--- src/rtl/sim_step_scheduler.sv ---
// sim_step_scheduler: paces generation updates of the 8x8x8 cell simulator.
// Free-runs at a switch-selected rate, single-steps from a button while
// stopped, and hands each generation to the datapath over a req/ack
// handshake. It also counts the completed generations.
module sim_step_scheduler #(
    parameter int unsigned BASE_PERIOD = 1562500, // clocks per step at Rate=0, >= 2
    parameter int unsigned CNT_W       = 24,      // must hold BASE_PERIOD << 3
    parameter int unsigned GEN_W       = 16
) (
    input  logic             Clk,
    input  logic             Reset,    // asynchronous, active-low
    input  logic             Run,      // async switch: 1 = free-run
    input  logic             StepBtn,  // async button: single-step when stopped
    input  logic [1:0]       Rate,     // period = BASE_PERIOD << Rate
    input  logic             Clear,    // synchronous abort, zeroes counters
    output logic             StepReq,
    input  logic             StepAck,
    output logic             Running,
    output logic [GEN_W-1:0] Gen,
    output logic             Overrun
);

    typedef enum logic [1:0] {
        S_STOP = 2'd0,
        S_RUN  = 2'd1,
        S_REQ  = 2'd2
    } state_t;

    // Synchronizer and edge-detect state.
    logic [1:0]       run_sync_q;
    logic [1:0]       btn_sync_q;
    logic             btn_prev_q;
    logic             run_s;
    logic             btn_s;
    logic             btn_rise;

    // Rate tick counter.
    logic [CNT_W-1:0] cnt_q;
    logic [CNT_W-1:0] cnt_d;
    logic [CNT_W-1:0] period;
    logic [CNT_W-1:0] period_m1;
    logic             counting;
    logic             tick;

    // FSM state and registered outputs.
    state_t           state_q;
    logic             single_q;
    logic             req_q;
    logic             running_q;
    logic [GEN_W-1:0] gen_q;
    logic             overrun_q;

    assign run_s    = run_sync_q[1];
    assign btn_s    = btn_sync_q[1];
    assign btn_rise = btn_s & ~btn_prev_q;

    // Two-flop synchronizers for the switch and button, plus the button
    // edge detector. Clear deliberately leaves these alone.
    always_ff @(posedge Clk or negedge Reset) begin
        if (!Reset) begin
            run_sync_q <= '0;
            btn_sync_q <= '0;
            btn_prev_q <= 1'b0;
        end else begin
            // NOTE: clocked state always uses non-blocking assignments so
            // every flop samples the pre-edge value of its neighbours; a
            // blocking assignment here would collapse the two-flop chain.
            run_sync_q <= {run_sync_q[0], Run};
            btn_sync_q <= {btn_sync_q[0], StepBtn};
            btn_prev_q <= btn_s;
        end
    end

    // Step period for the current Rate. The compare uses >= so that a
    // Rate decrease mid-count fires on the very next cycle instead of
    // waiting for the counter to wrap.
    assign period    = CNT_W'(BASE_PERIOD) << Rate;
    assign period_m1 = period - CNT_W'(1);
    assign counting  = run_s && ((state_q == S_RUN) || (state_q == S_REQ));
    assign tick      = counting && (cnt_q >= period_m1);

    // Next value of the tick counter: zeroed when stopped or cleared,
    // frozen when Run has dropped but the FSM has not yet left.
    always_comb begin
        // NOTE: combinational blocks assign a default first so no path
        // leaves cnt_d unassigned, which would otherwise infer a latch.
        cnt_d = cnt_q;
        if (Clear || (state_q == S_STOP)) begin
            cnt_d = '0;
        end else if (counting) begin
            cnt_d = tick ? '0 : cnt_q + CNT_W'(1);
        end
    end

    // Tick counter register.
    always_ff @(posedge Clk or negedge Reset) begin
        if (!Reset) begin
            cnt_q <= '0;
        end else begin
            cnt_q <= cnt_d;
        end
    end

    // Step sequencer with registered handshake, Running, Gen and Overrun.
    // Clear outranks everything, including a coincident StepAck.
    always_ff @(posedge Clk or negedge Reset) begin
        if (!Reset) begin
            state_q   <= S_STOP;
            single_q  <= 1'b0;
            req_q     <= 1'b0;
            running_q <= 1'b0;
            gen_q     <= '0;
            overrun_q <= 1'b0;
        end else if (Clear) begin
            state_q   <= S_STOP;
            single_q  <= 1'b0;
            req_q     <= 1'b0;
            running_q <= 1'b0;
            gen_q     <= '0;
            overrun_q <= 1'b0;
        end else begin
            // A rate tick while a request is still outstanding is dropped
            // and only flagged; the datapath is too slow for this Rate.
            if (tick && (state_q == S_REQ)) begin
                overrun_q <= 1'b1;
            end

            unique case (state_q)
                S_STOP: begin
                    if (run_s) begin
                        state_q   <= S_RUN;
                        running_q <= 1'b1;
                    end else if (btn_rise) begin
                        state_q   <= S_REQ;
                        single_q  <= 1'b1;
                        req_q     <= 1'b1;
                        running_q <= 1'b0;
                    end
                end

                S_RUN: begin
                    if (!run_s) begin
                        state_q   <= S_STOP;
                        running_q <= 1'b0;
                    end else if (tick) begin
                        state_q   <= S_REQ;
                        single_q  <= 1'b0;
                        req_q     <= 1'b1;
                        running_q <= 1'b1;
                    end
                end

                S_REQ: begin
                    // The request is never abandoned: whatever Run does,
                    // we wait for the ack before choosing where to go.
                    if (StepAck) begin
                        req_q <= 1'b0;
                        gen_q <= gen_q + GEN_W'(1);
                        if (!single_q && run_s) begin
                            state_q   <= S_RUN;
                            running_q <= 1'b1;
                        end else begin
                            state_q   <= S_STOP;
                            running_q <= 1'b0;
                        end
                    end
                end

                default: begin
                    state_q   <= S_STOP;
                    single_q  <= 1'b0;
                    req_q     <= 1'b0;
                    running_q <= 1'b0;
                end
            endcase
        end
    end

    assign StepReq = req_q;
    assign Running = running_q;
    assign Gen     = gen_q;
    assign Overrun = overrun_q;

endmodule

--- config.mk ---
export PLATFORM = sky130hd
export DESIGN_NAME = sim_step_scheduler
export DESIGN_NICKNAME = d
export VERILOG_FILES = /design/src/rtl/sim_step_scheduler.sv
export SDC_FILE = /design/constraint.sdc
export NUM_CORES = 1
export LEC_CHECK = 0
export CELL_PAD_IN_SITES_DETAIL_PLACEMENT = 1
export CELL_PAD_IN_SITES_GLOBAL_PLACEMENT = 2
export CORE_MARGIN = 1
export CORE_UTILIZATION = 37
export DETAILED_ROUTE_END_ITERATION = 8
export PLACE_DENSITY = 0.87
export SYNTH_ARGS = -nofsm -noshare
export SYNTH_HDL_FRONTEND = slang
export SYNTH_SLANG_ARGS = --single-unit
--- constraint.sdc ---
create_clock -name Clk -period 3.17 [get_ports Clk]
set_clock_uncertainty 0.05 [all_clocks]
set_input_delay 0.634 -clock Clk [delete_from_list [all_inputs] [get_ports Clk]]
set_output_delay 0.634 -clock Clk [all_outputs]
set_load 0.005 [all_outputs]
Word level (Yosys, flattened, before mapping)
Index checks and enable logic that the tools add are counted.
W data, S select, Z words.
{"block": "totals", "regBits": 51, "in_bits": 8, "output_inout_bits": 19, "wordCells": 77}
{"block": "op_classes", "addsub": 3, "order_cmp": 1, "n_eq_ne": 10, "shift": 1, "mux": 34, "bitwise_logic": 2, "n_reduce_logical": 16}
{"operator": "$mux W24", "count": 3}
{"operator": "$mux W16", "count": 3}
{"operator": "$add A24 B1 Y24 const B", "count": 1}
{"operator": "$ge A24 B24 Y1", "count": 1}
{"operator": "$shl A21 B2 Y24 const A", "count": 1}
{"operator": "$sub A24 B1 Y24 const B", "count": 1}
{"operator": "$mux W1", "count": 18}
{"operator": "$add A16 B1 Y16 const B", "count": 1}
{"operator": "$ne A3 B3 Y1 const B", "count": 5}
{"operator": "$mux W2", "count": 6}
{"operator": "$reduce_and A5 Y1", "count": 2}
{"operator": "$pmux W1 S3", "count": 3}
{"operator": "$ne A4 B4 Y1 const B", "count": 2}
{"operator": "$reduce_bool A2 Y1", "count": 4}
{"operator": "$pmux W2 S3", "count": 1}
{"operator": "$logic_and A1 B1 Y1", "count": 4}
{"operator": "$reduce_and A3 Y1", "count": 1}
{"operator": "$eq A2 B1 Y1 const B", "count": 1}
{"operator": "$eq A2 B2 Y1 const B", "count": 1}
{"operator": "$logic_not A2 Y1", "count": 1}
{"operator": "$logic_or A1 B1 Y1", "count": 2}
{"operator": "$ne A2 B2 Y1 const B", "count": 1}
{"operator": "$reduce_and A2 Y1", "count": 1}
{"operator": "$and A1 B1 Y1", "count": 1}
{"operator": "other kinds (2)", "count": 2}

Longest topological paths before layout
{"block": "depth", "ltp_word": 8, "ltp_mapped": 12}

Worst setup path before layout
OpenSTA, ideal clock, no wires.
{"block": "synth_path", "path_type": "input port to flip-flop", "from": "input Rate[1]", "to": "register state_q[0]", "setup_time_ns": 0.104, "arrival_time_ns": 2.783, "required_ns": 3.016, "slack_ns": 0.233, "stages": 11, "path_buffers": 1, "path_cell_list": "nand2b_1 -> buf_6 -> ha_1 -> ha_1 -> a21oi_1 -> a21boi_0 -> o2111ai_1 -> a31oi_4 -> nor3_4 -> or4_1 -> o311ai_1"}
{"block": "synth_between", "elab_chain_cells": 6}
{"item": "start: declaration", "line": "14", "source": "input logic [1:0] Rate,"}
{"item": "$shl A21 B2 Y24", "line": "77", "source": "assign period = CNT_W'(BASE_PERIOD) << Rate;"}
{"item": "$sub A24 B1 Y24", "line": "78", "source": "assign period_m1 = period - CNT_W'(1);"}
{"item": "$ge A24 B24 Y1", "line": "80", "source": "assign tick = counting && (cnt_q >= period_m1);"}
{"item": "$logic_and A1 B1 Y1", "line": "80"}
{"item": "$ne A4 B4 Y1 (no line)"}
{"item": "$reduce_and A3 Y1 (no line)"}
{"item": "end signal: assignment", "line": "108", "source": "state_q <= S_STOP;"}
{"item": "end signal: assignment", "line": "115", "source": "state_q <= S_STOP;"}
{"item": "end signal: assignment", "line": "131", "source": "state_q <= S_RUN;"}
{"item": "end: declaration", "line": "46", "source": "state_t state_q;"}
Every way passes these cells.
A chain may end at the register's enable or synchronous reset.

Final worst setup path
{"block": "layout_path", "from": "input Rate[1]", "to": "register cnt_q[19]"}
{"block": "layout_between", "elab_chain_cells": 7}
{"item": "$shl A21 B2 Y24", "line": "77"}
{"item": "$sub A24 B1 Y24", "line": "78"}
{"item": "$ge A24 B24 Y1", "line": "80"}
{"item": "$logic_and A1 B1 Y1", "line": "80"}
{"item": "$mux W24", "line": "91", "source": "cnt_d = tick ? '0 : cnt_q + CNT_W'(1);"}
{"item": "$mux W24", "line": "90", "source": "end else if (counting) begin"}
{"item": "$mux W24", "line": "88", "source": "if (Clear || (state_q == S_STOP)) begin"}
{"item": "end signal: assignment", "line": "100", "source": "cnt_q <= cnt_d;"}
{"item": "end: declaration", "line": "38", "source": "logic [CNT_W-1:0] cnt_q;"}
Every way passes these cells. The select of a mux whose other input is x is not followed.

==> flow_metrics.env <==
export IMPL_drt_initial_drc_count=139
export IMPL_wl_mm=8.925
export IMPL_hold_ws_ns=0.3106
export IMPL_fin_nets=440
export IMPL_die_h_um=96.49
export IMPL_cap_violations=0
export IMPL_async_reset_ff_share_pct=100.0
export IMPL_io_pins=27
export IMPL_max_freq_mhz=330.1
export IMPL_vdd_ir_drop_max_v=0.0001712
export IMPL_dpl_cell_count=500
export IMPL_synth_seq_cells=51
export IMPL_ys_types=56
export IMPL_setup_viol=0
export IMPL_cts_htree_levels=2
export IMPL_synth_yosys_seq_area_share_pct=38.64
export IMPL_p_leak_uw=0.001734
export IMPL_crit_path_max_fanout=7
export IMPL_regToRegSetupSlack_ns=0.51
export IMPL_hp_start="btn_sync_q[0]$_DFF_PN0_"
export IMPL_numCtsBuffers=5
export IMPL_min_to="btn_sync_q[1]$_DFF_PN0_"
export IMPL_yosys_area_top_type_share_pct=38.64
export IMPL_die_w_um=96.49
export IMPL_drive_gt1_share_pct=16.22
export IMPL_cts_num_sinks=51
export IMPL_grt_usage_pct=20.85
export IMPL_postSynthCellCount=361
export IMPL_r2r_end="cnt_q[22]$_DFFE_PN0P_"
export IMPL_powerDensity_mw_per_mm2=337.4
export IMPL_hpwl_mm=6.435
export IMPL_worstPathArrival_ns=3.19
export IMPL_yosysTopAreaCell="dfrtp_1"
export IMPL_place_gp_congestion=0.8376
export IMPL_syn_avg_cell_area_um2=9.150
export IMPL_end_kind="flip-flop"
export IMPL_finalCritPeriodShare_pct=95.58
export IMPL_post_dp_cell_area_mm2=0.003791
export IMPL_cts_tree="built"
export IMPL_synthFlopType="dfrtp_1"
export IMPL_totalPowerFinal_uw=1361
export IMPL_required_ns=3.33
export IMPL_wire_per_inst_um=17.33
export IMPL_io_buffers=26
export IMPL_std_cell_rows=34
export IMPL_r2r_start="cnt_q[17]$_DFFE_PN0P_"
export IMPL_ctsHoldBuffers=0
export IMPL_synth_commonest_cells="51 x dfrtp_1, 31 x nor2_1, 29 x nand2_1, 27 x nand3_1, 26 x ha_1"
export IMPL_drc_errors=0
export IMPL_maxSlewViolCount=0
export IMPL_synth_most_common_cell="dfrtp_1"
export IMPL_clk_pin_slew_ns=0.10
export IMPL_status="finished clean"
export IMPL_hp_class="reg2reg"
export IMPL_tightest_slew_ns=0.6752
export IMPL_final_hold_violation_count=0
export IMPL_grt_max_degree=52
export IMPL_period_minus_slack_ns=3.030
export IMPL_grt_antenna_before_repair=0
export IMPL_final_cells=515
export IMPL_r2r_cells=10
export IMPL_grt_ovfl_total=0
export IMPL_area_delta_synth_final_pct=22.08
export IMPL_firstDrtPassIters=4
export IMPL_min_path_cells=0
export IMPL_area_sequential_mm2=0.001276
export IMPL_core_mm2=0.008678
export IMPL_synth_warnings=0
export IMPL_viasPerCell=5.631
export IMPL_num_antenna_cells=0
export IMPL_ant_nets=0
export IMPL_n_fill_cell=1033
export IMPL_syn_area_mm2=0.003303
export IMPL_start_util_pct=38.06
export IMPL_crit_type="in2reg"
export IMPL_cp_start_kind="primary input"
export IMPL_via_count=2900
export IMPL_yosys_top_cells_area="dfrtp_1 39%, ha_1 9.8%, nand3_1 4.1%, nor2_1 3.5%, nand2_1 3.3%"
export IMPL_max_slew_margin_rel_pct=54.99
export IMPL_grt_pass1_wl_mm=14.94
export IMPL_grt_pass1_vias=3065
export IMPL_clkLatencyLatePin_ns=0.31
export IMPL_design_die_area_mm2=0.009309
export IMPL_multi_input_area_mm2=0.001966
export IMPL_root_buffer="clkbuf_8"
export IMPL_fin_area_mm2=0.004033
export IMPL_clock_path_buffers=2
export IMPL_final_util_pct=46.47
export IMPL_synth_edf_count=0
[what timing repair did]
item,4_1_cts,5_1_grt
pin swaps,5,6
gates cloned,1,0
hold endpoints to repair,0,0
endpoints found under the setup margin,20,22
buffers inserted,4,2
gates resized for setup,8,12
[cell usage in the layout, fill, tap and decap left out, drive strengths merged, types with 10 or more instances in the layout]
cell / netlist / final
a21oi: 15 / 15
a31oi: 13 / 13
and3: 13 / 13
buf: 5 / 28
clkdlybuf4s50: 0 / 23
dfrtp: 51 / 51
ha: 26 / 26
inv: 17 / 19
nand2: 30 / 30
nand3: 27 / 27
nor2: 31 / 31
nor3: 10 / 10
o21ai: 14 / 14
[stage by stage]
stage,worst slack [ns],setup TNS [ns]
floorplan,0.2327,0
finish,0.1403,0
global route,-0.01402,-0.01837
global placement,-0.3984,-5.933
detailed placement,-0.4701,-10.19
CTS,0.04458,0
[routing by layer]
| layer | track usage (%) | part of all wire, % |
|---|---|---|
| met3 | 2.895 | 3.0 |
| met1 | 28.26 | 48 |
| met5 | 0 | 0 |
| met4 | 4.902 | 0.80 |
| met2 | 35.09 | 48 |
[flip-flops by register name, indices dropped and copies added, names as in the netlist]
| name | count |
|---|---|
| StepReq | 1 |
| state_q | 2 |
| btn_sync_q | 2 |
| Running | 1 |
| Overrun | 1 |
| single_q | 1 |
| btn_prev_q | 1 |
| run_sync_q | 2 |
| Gen | 16 |
| cnt_q | 24 |
[how the worst max path moves through the flow]
| stage | start | end | slack [ns] |
|---|---|---|---|
| after floorplan | Rate[1] | state_q[0]$_DFFE_PN0P_ | 0.23 |
| after global placement | Rate[1] | StepReq$_DFFE_PN0P_ | -0.40 |
| after detailed placement | Rate[1] | cnt_q[23]$_DFFE_PN0P_ | -0.47 |
| after CTS | Rate[0] | cnt_q[3]$_DFFE_PN0P_ | 0.04 |
| after global routing | Rate[1] | state_q[0]$_DFFE_PN0P_ | -0.01 |
| final | Rate[1] | cnt_q[19]$_DFFE_PN0P_ | 0.14 |
[cells by family (layout without fill, tap and decap cells)]
logic type / Yosys count / count (layout) / share of synthesized area, %
xor gates and xnor gates: 15 / 15 / 4.205
DFF: 51 / 51 / 38.64
AOI/OAI and AO/OA: 71 / 71 / 15.46
and+or+nand+nor: 152 / 152 / 24.20
muxes: 9 / 9 / 2.727
adders and majority gates: 27 / 27 / 10.15
other: 2 / 3 / 0.2274
buffers and inverters: 34 / 79 / 4.394
[final cells by class]
type | count | share of cell area (%)
multi-input cells | 277 | 48.74
flip-flops and latches | 51 | 31.65
repair buffers | 54 | 12.41
well taps | 108 | 3.351
clock buffers | 5 | 1.706
inverters | 17 | 1.582
clock inverters | 3 | 0.5585
[where the power goes]
| group | total (uW) | leakage [uW] | switching, uW | internal (uW) |
|---|---|---|---|---|
| sequential | 680 | 0.000698 | 12.9 | 667 |
| clock | 401 | 0.0000489 | 241 | 161 |
| combinational | 280 | 0.000987 | 164 | 116 |
[worst max-delay path: stages]
cell           delay, ns
dlygate4sd2_1       0.27
nor2_2              0.15
inv_2               0.07
ha_4                0.27
ha_4                0.19
a21oi_2             0.11
a21boi_1            0.08
o2111ai_2           0.22
a31oi_4             0.12
buf_4               0.16
nor3_4              0.32
buf_4               0.18
nand3_2             0.13
o31ai_1             0.29
No activity file was read; power rests on OpenSTA's default activity.
